===== src/rtl/pifo_calendar_ctrl.sv =====
// PIFO calendar front end: enqueue FIFO, root packing, insert/pop arbitration.
// Define PIFO_CTRL_POP_PRIORITY_EN to let pop win every insert/pop conflict.
module pifo_calendar_ctrl #(
   parameter int BUFFER_ADDR_WIDTH         = 12,
   parameter int PIFO_RANK_WIDTH           = 19,
   parameter int PIFO_ROOT_WIDTH           = 32,
   parameter int ROOT_RANK_START_POS       = 12,
   parameter int ROOT_PIFO_INFO_VALID_POS  = 31,
   parameter int PIFO_CALENDAR_SIZE        = 1024,
   parameter int PIFO_CALENDAR_INDEX_WIDTH = 10,
   parameter int ENQ_FIFO_DEPTH            = 4,
   parameter int ENQ_FIFO_ADDR_WIDTH       = 2
) (
   input  logic                                 clk,
   input  logic                                 rstn,
   input  logic [BUFFER_ADDR_WIDTH-1:0]         s_axis_enq_addr,
   input  logic [PIFO_RANK_WIDTH-1:0]           s_axis_enq_rank,
   input  logic                                 s_axis_enq_valid,
   output logic                                 s_axis_enq_ready,
   output logic [BUFFER_ADDR_WIDTH-1:0]         m_axis_deq_addr,
   output logic                                 m_axis_deq_valid,
   input  logic                                 m_axis_deq_ready,
   output logic [PIFO_ROOT_WIDTH-1:0]           m_pifo_info_root,
   output logic                                 m_pifo_insert_en,
   output logic                                 m_pifo_pop_en,
   input  logic [BUFFER_ADDR_WIDTH-1:0]         s_pifo_buffer_addr,
   input  logic                                 s_pifo_buffer_addr_valid,
   input  logic                                 s_pifo_calendar_full,
   output logic [PIFO_CALENDAR_INDEX_WIDTH:0]   m_axis_occupancy
);

   localparam int OCC_W = PIFO_CALENDAR_INDEX_WIDTH + 1;
   localparam int FA    = ENQ_FIFO_ADDR_WIDTH;
   localparam logic [OCC_W-1:0] CAL_SIZE =
      OCC_W'(PIFO_CALENDAR_SIZE);

   typedef struct packed {
      logic [BUFFER_ADDR_WIDTH-1:0] addr;
      logic [PIFO_RANK_WIDTH-1:0]   rank;
   } enq_desc_t;

   enq_desc_t                    fifo_mem [ENQ_FIFO_DEPTH];
   logic [FA:0]                  wr_ptr;
   logic [FA:0]                  rd_ptr;
   logic                         fifo_empty;
   logic                         fifo_full;
   logic                         fifo_wr;
   enq_desc_t                    head;

   logic [OCC_W-1:0]             occupancy;
   logic                         deq_valid;
   logic [BUFFER_ADDR_WIDTH-1:0] deq_addr;

   logic                         ins_cand;
   logic                         pop_cand;
   logic                         ins_grant;
   logic                         pop_grant;

   // Extra pointer bit separates full from empty.
   assign fifo_empty = (wr_ptr == rd_ptr);
   assign fifo_full  = (wr_ptr[FA] != rd_ptr[FA]) &&
                       (wr_ptr[FA-1:0] == rd_ptr[FA-1:0]);
   assign fifo_wr    = s_axis_enq_valid & ~fifo_full;
   assign head       = fifo_mem[rd_ptr[FA-1:0]];

   always_ff @(posedge clk) begin
      if (fifo_wr) begin
         fifo_mem[wr_ptr[FA-1:0]] <= {s_axis_enq_addr,
                                      s_axis_enq_rank};
      end
   end

   always_ff @(posedge clk or negedge rstn) begin
      if (!rstn) begin
         wr_ptr <= '0;
         rd_ptr <= '0;
      end else begin
         if (fifo_wr) begin
            wr_ptr <= wr_ptr + (FA+1)'(1);
         end
         if (ins_grant) begin
            rd_ptr <= rd_ptr + (FA+1)'(1);
         end
      end
   end

   assign ins_cand = ~fifo_empty &
                     (occupancy < CAL_SIZE) &
                     ~s_pifo_calendar_full;

   assign pop_cand = s_pifo_buffer_addr_valid &
                     (occupancy != '0) &
                     (~deq_valid | m_axis_deq_ready);

`ifdef PIFO_CTRL_POP_PRIORITY_EN
   assign pop_grant = pop_cand;
   assign ins_grant = ins_cand & ~pop_cand;
`else
   logic last_pop;
   logic conflict;

   // last_pop resets to insert, so the first conflict goes to pop.
   assign conflict  = ins_cand & pop_cand;
   assign pop_grant = pop_cand & (~ins_cand | ~last_pop);
   assign ins_grant = ins_cand & (~pop_cand | last_pop);

   always_ff @(posedge clk or negedge rstn) begin
      if (!rstn) begin
         last_pop <= 1'b0;
      end else if (conflict) begin
         last_pop <= pop_grant;
      end
   end
`endif

   always_ff @(posedge clk or negedge rstn) begin
      if (!rstn) begin
         occupancy <= '0;
      end else begin
         unique case (1'b1)
            ins_grant: occupancy <= occupancy + OCC_W'(1);
            pop_grant: occupancy <= occupancy - OCC_W'(1);
            default:   occupancy <= occupancy;
         endcase
      end
   end

   // A pop reloads the holding register even while it drains.
   always_ff @(posedge clk or negedge rstn) begin
      if (!rstn) begin
         deq_valid <= 1'b0;
         deq_addr  <= '0;
      end else if (pop_grant) begin
         deq_valid <= 1'b1;
         deq_addr  <= s_pifo_buffer_addr;
      end else if (deq_valid && m_axis_deq_ready) begin
         deq_valid <= 1'b0;
      end
   end

   always_comb begin
      m_pifo_info_root = '0;
      if (ins_grant) begin
         m_pifo_info_root[BUFFER_ADDR_WIDTH-1:0] = head.addr;
         m_pifo_info_root[ROOT_RANK_START_POS +:
                          PIFO_RANK_WIDTH]       = head.rank;
         m_pifo_info_root[ROOT_PIFO_INFO_VALID_POS] = 1'b1;
      end
   end

   assign s_axis_enq_ready = ~fifo_full;
   assign m_pifo_insert_en = ins_grant;
   assign m_pifo_pop_en    = pop_grant;
   assign m_axis_deq_valid = deq_valid;
   assign m_axis_deq_addr  = deq_addr;
   assign m_axis_occupancy = occupancy;

   a_one_strobe: assert property (
      @(posedge clk) disable iff (!rstn)
      !(m_pifo_insert_en && m_pifo_pop_en));

   a_occ_bound: assert property (
      @(posedge clk) disable iff (!rstn)
      occupancy <= CAL_SIZE);

endmodule

===== config.mk =====
export PLATFORM = sky130hd
export DESIGN_NAME = pifo_calendar_ctrl
export DESIGN_NICKNAME = d
export VERILOG_FILES = /design/src/rtl/pifo_calendar_ctrl.sv
export SDC_FILE = /design/constraint.sdc
export NUM_CORES = 1
export LEC_CHECK = 0
export BUFFER_PORTS_ARGS = -buffer_cell sky130_fd_sc_hd__buf_2
export CAP_MARGIN = 5
export CORE_UTILIZATION = 51
export CTS_CLUSTER_DIAMETER = 100
export CTS_CLUSTER_SIZE = 30
export DETAILED_ROUTE_END_ITERATION = 10
export GPL_TIMING_DRIVEN = 0
export PLACE_DENSITY_LB_ADDON = 0.05
export SYNTH_ARGS = -nofsm -noshare
export SYNTH_HDL_FRONTEND = slang
export SYNTH_SLANG_ARGS = --single-unit
export TNS_END_PERCENT = 5

===== constraint.sdc =====
create_clock -name clk -period 3 [get_ports clk]
set_input_delay 0.3 -clock clk [delete_from_list [all_inputs] [get_ports clk]]
set_output_delay 0.3 -clock clk [all_outputs]
set_load 0.02 [all_outputs]

==> impl_metrics.prom <==
# TYPE chip_impl_metric gauge
chip_impl_metric{name="cts-root-to-sink-buffers",unit=""} 2
chip_impl_info{name="tritoncts",value="done"} 1
chip_impl_metric{name="worst-endpoint-arrival",unit="ns"} 3.17
chip_impl_metric{name="place_ws",unit="ns"} -0.255
chip_impl_metric{name="synth_top_area_share",unit=""} 0.576
chip_impl_metric{name="timing.final.setup_violations",unit=""} 0
chip_impl_metric{name="period_needed",unit="ns"} 2.83
chip_impl_info{name="startpoint_kind_of_the_worst_setup_timing_path",value="flop"} 1
chip_impl_metric{name="dr.pass1.iters",unit=""} 4
chip_impl_metric{name="cts_buffers",unit=""} 17
chip_impl_metric{name="finalCritPeriodShare",unit=""} 0.945
chip_impl_metric{name="htree_num_levels",unit=""} 4
chip_impl_metric{name="die_area",unit="mm^2"} 0.0131
chip_impl_metric{name="max_slew_margin",unit=""} 0.417
chip_impl_info{name="result_of_the_run",value="finished, final reports clean"} 1
chip_impl_metric{name="overall_overflow_remaining_after_global_route",unit=""} 0
chip_impl_metric{name="ir_drop_worst_vdd",unit="mV"} 0.612
chip_impl_metric{name="netlist_area",unit="mm^2"} 0.00646
chip_impl_metric{name="finalWorstSetupSlack",unit="ns"} 0.165
chip_impl_metric{name="mappedNetlistNets",unit=""} 413
chip_impl_metric{name="synth_enable_flop_cells",unit=""} 124
chip_impl_metric{name="timing.critical_path.required",unit="ns"} 3.33
chip_impl_metric{name="grt_pass1_vias",unit=""} 3540
chip_impl_info{name="clock_tree.root_cell",value="sky130_fd_sc_hd__clkbuf_16"} 1
chip_impl_metric{name="count_of_different_cell_masters_after_synthesis",unit=""} 39
chip_impl_metric{name="post_drt_via_cell_ratio",unit=""} 5.25
chip_impl_metric{name="insertion_delay_of_the_later_clocked_pin_in_the_worst_skew_pair",unit="ns"} 0.41
chip_impl_metric{name="clk_pin_slew_worst_paths",unit="ns"} 0.06
chip_impl_metric{name="count_of_routing_violations_after_the_opening_detailed_route_iteration",unit=""} 143
chip_impl_metric{name="cts.sink_count",unit=""} 155
chip_impl_metric{name="timing_worst_slew_pin_value",unit="ns"} 0.874
chip_impl_metric{name="gp_congestion",unit=""} 0.796
chip_impl_metric{name="number_of_warnings_issued_by_yosys",unit=""} 0
chip_impl_info{name="yosys-top-cells-area",value="sky130_fd_sc_hd__edfxtp_1 58%, sky130_fd_sc_hd__dfrtp_1 12%, sky130_fd_sc_hd__mux4_2 11%, sky130_fd_sc_hd__and2_1 3.1%, sky130_fd_sc_hd__ha_1 2.7%"} 1
chip_impl_metric{name="layout-drive-gt1-share",unit=""} 0.437
chip_impl_metric{name="synth_cells",unit=""} 349
chip_impl_metric{name="place_hpwl",unit="mm"} 7.09
chip_impl_metric{name="numPlacedInstances",unit=""} 624
chip_impl_metric{name="finalHoldViolations",unit=""} 0
chip_impl_metric{name="timing.setup.tns",unit="ns"} 0
chip_impl_metric{name="ys_ff_latch",unit=""} 155
chip_impl_metric{name="finalHoldWorstSlack",unit="ns"} 0.0979
chip_impl_metric{name="leakage",unit="uW"} 0.00306
chip_impl_metric{name="boundary_pin_count",unit=""} 108
chip_impl_metric{name="num-nets-final",unit=""} 546
chip_impl_metric{name="grt_antenna_before_repair",unit=""} 0
chip_impl_metric{name="synth-async-reset-ratio",unit=""} 0.200
chip_impl_metric{name="drt-wirelength-per-cell",unit="um"} 17.2
chip_impl_metric{name="groute.usage.overall",unit=""} 0.191
chip_impl_metric{name="synthesis.area_per_instance",unit="um^2"} 18.5
chip_impl_metric{name="path_max_fanout",unit=""} 6
chip_impl_metric{name="drc_errors",unit=""} 0
chip_impl_info{name="yosysTopAreaCell",value="sky130_fd_sc_hd__edfxtp_1"} 1
chip_impl_metric{name="power.density",unit="mW/mm^2"} 1060
chip_impl_metric{name="routed-via-count",unit=""} 3478
chip_impl_metric{name="drt_wl_total",unit="mm"} 11.4
chip_impl_metric{name="multiInputGateArea",unit="mm^2"} 0.00191
chip_impl_metric{name="synth_sequential_area_ratio",unit=""} 0.696
chip_impl_metric{name="floorplan.die.height",unit="um"} 115
chip_impl_info{name="hp-class",value="input port to flop"} 1
chip_impl_metric{name="start_util",unit=""} 0.531
chip_impl_info{name="most_used_flip_flop_cell_after_synthesis",value="sky130_fd_sc_hd__edfxtp_1"} 1
chip_impl_metric{name="io_buffers",unit=""} 107
chip_impl_metric{name="grt_max_degree",unit=""} 33
chip_impl_metric{name="timing_max_transition_violations_final",unit=""} 0
chip_impl_metric{name="fmax",unit="GHz"} 0.353
chip_impl_metric{name="wire_length_of_the_first_global_routing_pass",unit="mm"} 17.9
chip_impl_info{name="worstSetupPathType",value="flop to flop"} 1
chip_impl_metric{name="floorplan_core_area",unit="mm^2"} 0.0122
chip_impl_metric{name="fp.dieW",unit="um"} 115
chip_impl_info{name="critPathCaptureType",value="flop"} 1
chip_impl_metric{name="post-route-util",unit=""} 0.649
chip_impl_metric{name="fill_cells",unit=""} 898
chip_impl_metric{name="synthToLayoutAreaGrowth",unit="%"} 22.2
chip_impl_metric{name="layoutNonFillerInstCount",unit=""} 662
chip_impl_metric{name="antenna_cells",unit=""} 0
chip_impl_metric{name="finalClockSkew",unit="ns"} 0.00702
chip_impl_metric{name="detail-route-antenna-nets",unit=""} 0
chip_impl_metric{name="row_cnt",unit=""} 40
chip_impl_metric{name="seqCellArea",unit="mm^2"} 0.00450
chip_impl_metric{name="drv_cap",unit=""} 0
## final timing paths
path / from / end / slack (ns) / cells past startpoint
max: rd_ptr[0] / m_axis_occupancy[10] / 0.17 / 13
min: s_axis_enq_addr[2] / fifo_mem[0][21] / 0.1 / 1
max reg2reg: rd_ptr[0] / m_axis_occupancy[10] / 0.17 / 13
min reg2reg: m_axis_deq_addr[8] / m_axis_deq_addr[8] / 0.49 / 1
max in group asynchronous: rstn / m_axis_deq_addr[1] / 2.06 / 2
min in group asynchronous: rstn / m_axis_deq_addr[5] / 0.48 / 2
## registers in the layout, summed over array words and instances (netlist names)
name              count
fifo_mem            124
m_axis_deq_addr      12
m_axis_occupancy     11
rd_ptr                3
wr_ptr                3
last_pop              1
m_axis_deq_valid      1
## what timing repair did
action	CTS	global route
hold buffers	1	0
setup endpoints to repair	3	3
pin swaps	3	2
buffers inserted	6	0
gates resized for setup	3	9
endpoints found under the hold margin	31	0
## final cells by class
cell class              instances  area share
plain buffers                  15      0.0127
clock buffers                  17      0.0539
clock inverters                14      0.0166
inverters                       5     0.00238
multi-input cells             174       0.242
flip-flops and latches        155       0.570
well taps                     168      0.0266
repair buffers                114      0.0764
## power breakdown
part,internal (uW),leakage [uW],switching (uW)
Combinational,1430,0.00130,1750
Clock,1200,0.000265,800
Sequential,2960,0.00150,254
Total,5590,0.00306,2810
## per-layer routing
metal | share of wire | up-vias | global-route usage
met5 | 0 | - | 0
met4 | 0.0095 | 0 | 0.0831
met3 | 0.050 | 9 | 0.0540
met2 | 0.52 | 92 | 0.320
met1 | 0.42 | 1757 | 0.233
li1 | - | 1620 | -
## Yosys cell counts (5+ instances only)
library cell,instances
sky130_fd_sc_hd__and2_1,32
sky130_fd_sc_hd__mux2_1,8
sky130_fd_sc_hd__xnor2_1,11
sky130_fd_sc_hd__dfrtp_1,31
sky130_fd_sc_hd__ha_1,14
sky130_fd_sc_hd__edfxtp_1,124
sky130_fd_sc_hd__nand2_1,7
sky130_fd_sc_hd__nor2_1,8
sky130_fd_sc_hd__a21o_1,5
sky130_fd_sc_hd__mux4_2,31
sky130_fd_sc_hd__buf_2,7
sky130_fd_sc_hd__a21oi_1,10
sky130_fd_sc_hd__mux2_2,9
## worst max-delay path, cell delays in order (launching register included)
cell and delay [ns]:
sky130_fd_sc_hd__dfrtp_1 0.38, sky130_fd_sc_hd__buf_4 0.18, sky130_fd_sc_hd__xor2_4 0.20, sky130_fd_sc_hd__nor3_4 0.06, sky130_fd_sc_hd__nor3_4 0.19, sky130_fd_sc_hd__a21oi_4 0.10
sky130_fd_sc_hd__buf_12 0.14, sky130_fd_sc_hd__buf_12 0.12, sky130_fd_sc_hd__ha_1 0.36, sky130_fd_sc_hd__a21o_1 0.20, sky130_fd_sc_hd__a211o_1 0.28, sky130_fd_sc_hd__o22ai_2 0.16
sky130_fd_sc_hd__mux2i_2 0.26, sky130_fd_sc_hd__xnor2_1 0.14
## cells by family (layout without fill, tap and decap cells)
group | Yosys count | after routing | synth area share
AOI/OAI and AO/OA | 26 | 26 | 0.0294
xor gates and xnor gates | 17 | 17 | 0.0254
adders and majority gates | 15 | 15 | 0.0302
buffers and inverters | 20 | 165 | 0.0170
DFF | 155 | 155 | 0.696
muxes | 49 | 49 | 0.140
and+or+nand+nor | 67 | 67 | 0.0618
## per-stage QoR
stage | power [uW] | area [um^2]
final | 8390 | 7900
after global placement | 6310 | 7210
after detailed placement | 6370 | 7210
after CTS | 8460 | 7850
after floorplan | 5510 | 6460
after global routing | 8890 | 7900
## placed cells by master, fill, tap and decap left out, drive strengths merged, types with 11 or more instances in the layout
| cell | netlist | routed |
|---|---|---|
| a21oi | 11 | 11 |
| and2 | 32 | 32 |
| buf | 12 | 125 |
| clkbuf | 3 | 20 |
| dfrtp | 31 | 31 |
| edfxtp | 124 | 124 |
| ha | 14 | 14 |
| mux2 | 17 | 17 |
| mux4 | 31 | 31 |
| xnor2 | 11 | 11 |
Note: power is estimated with default switching activity, not from simulation.
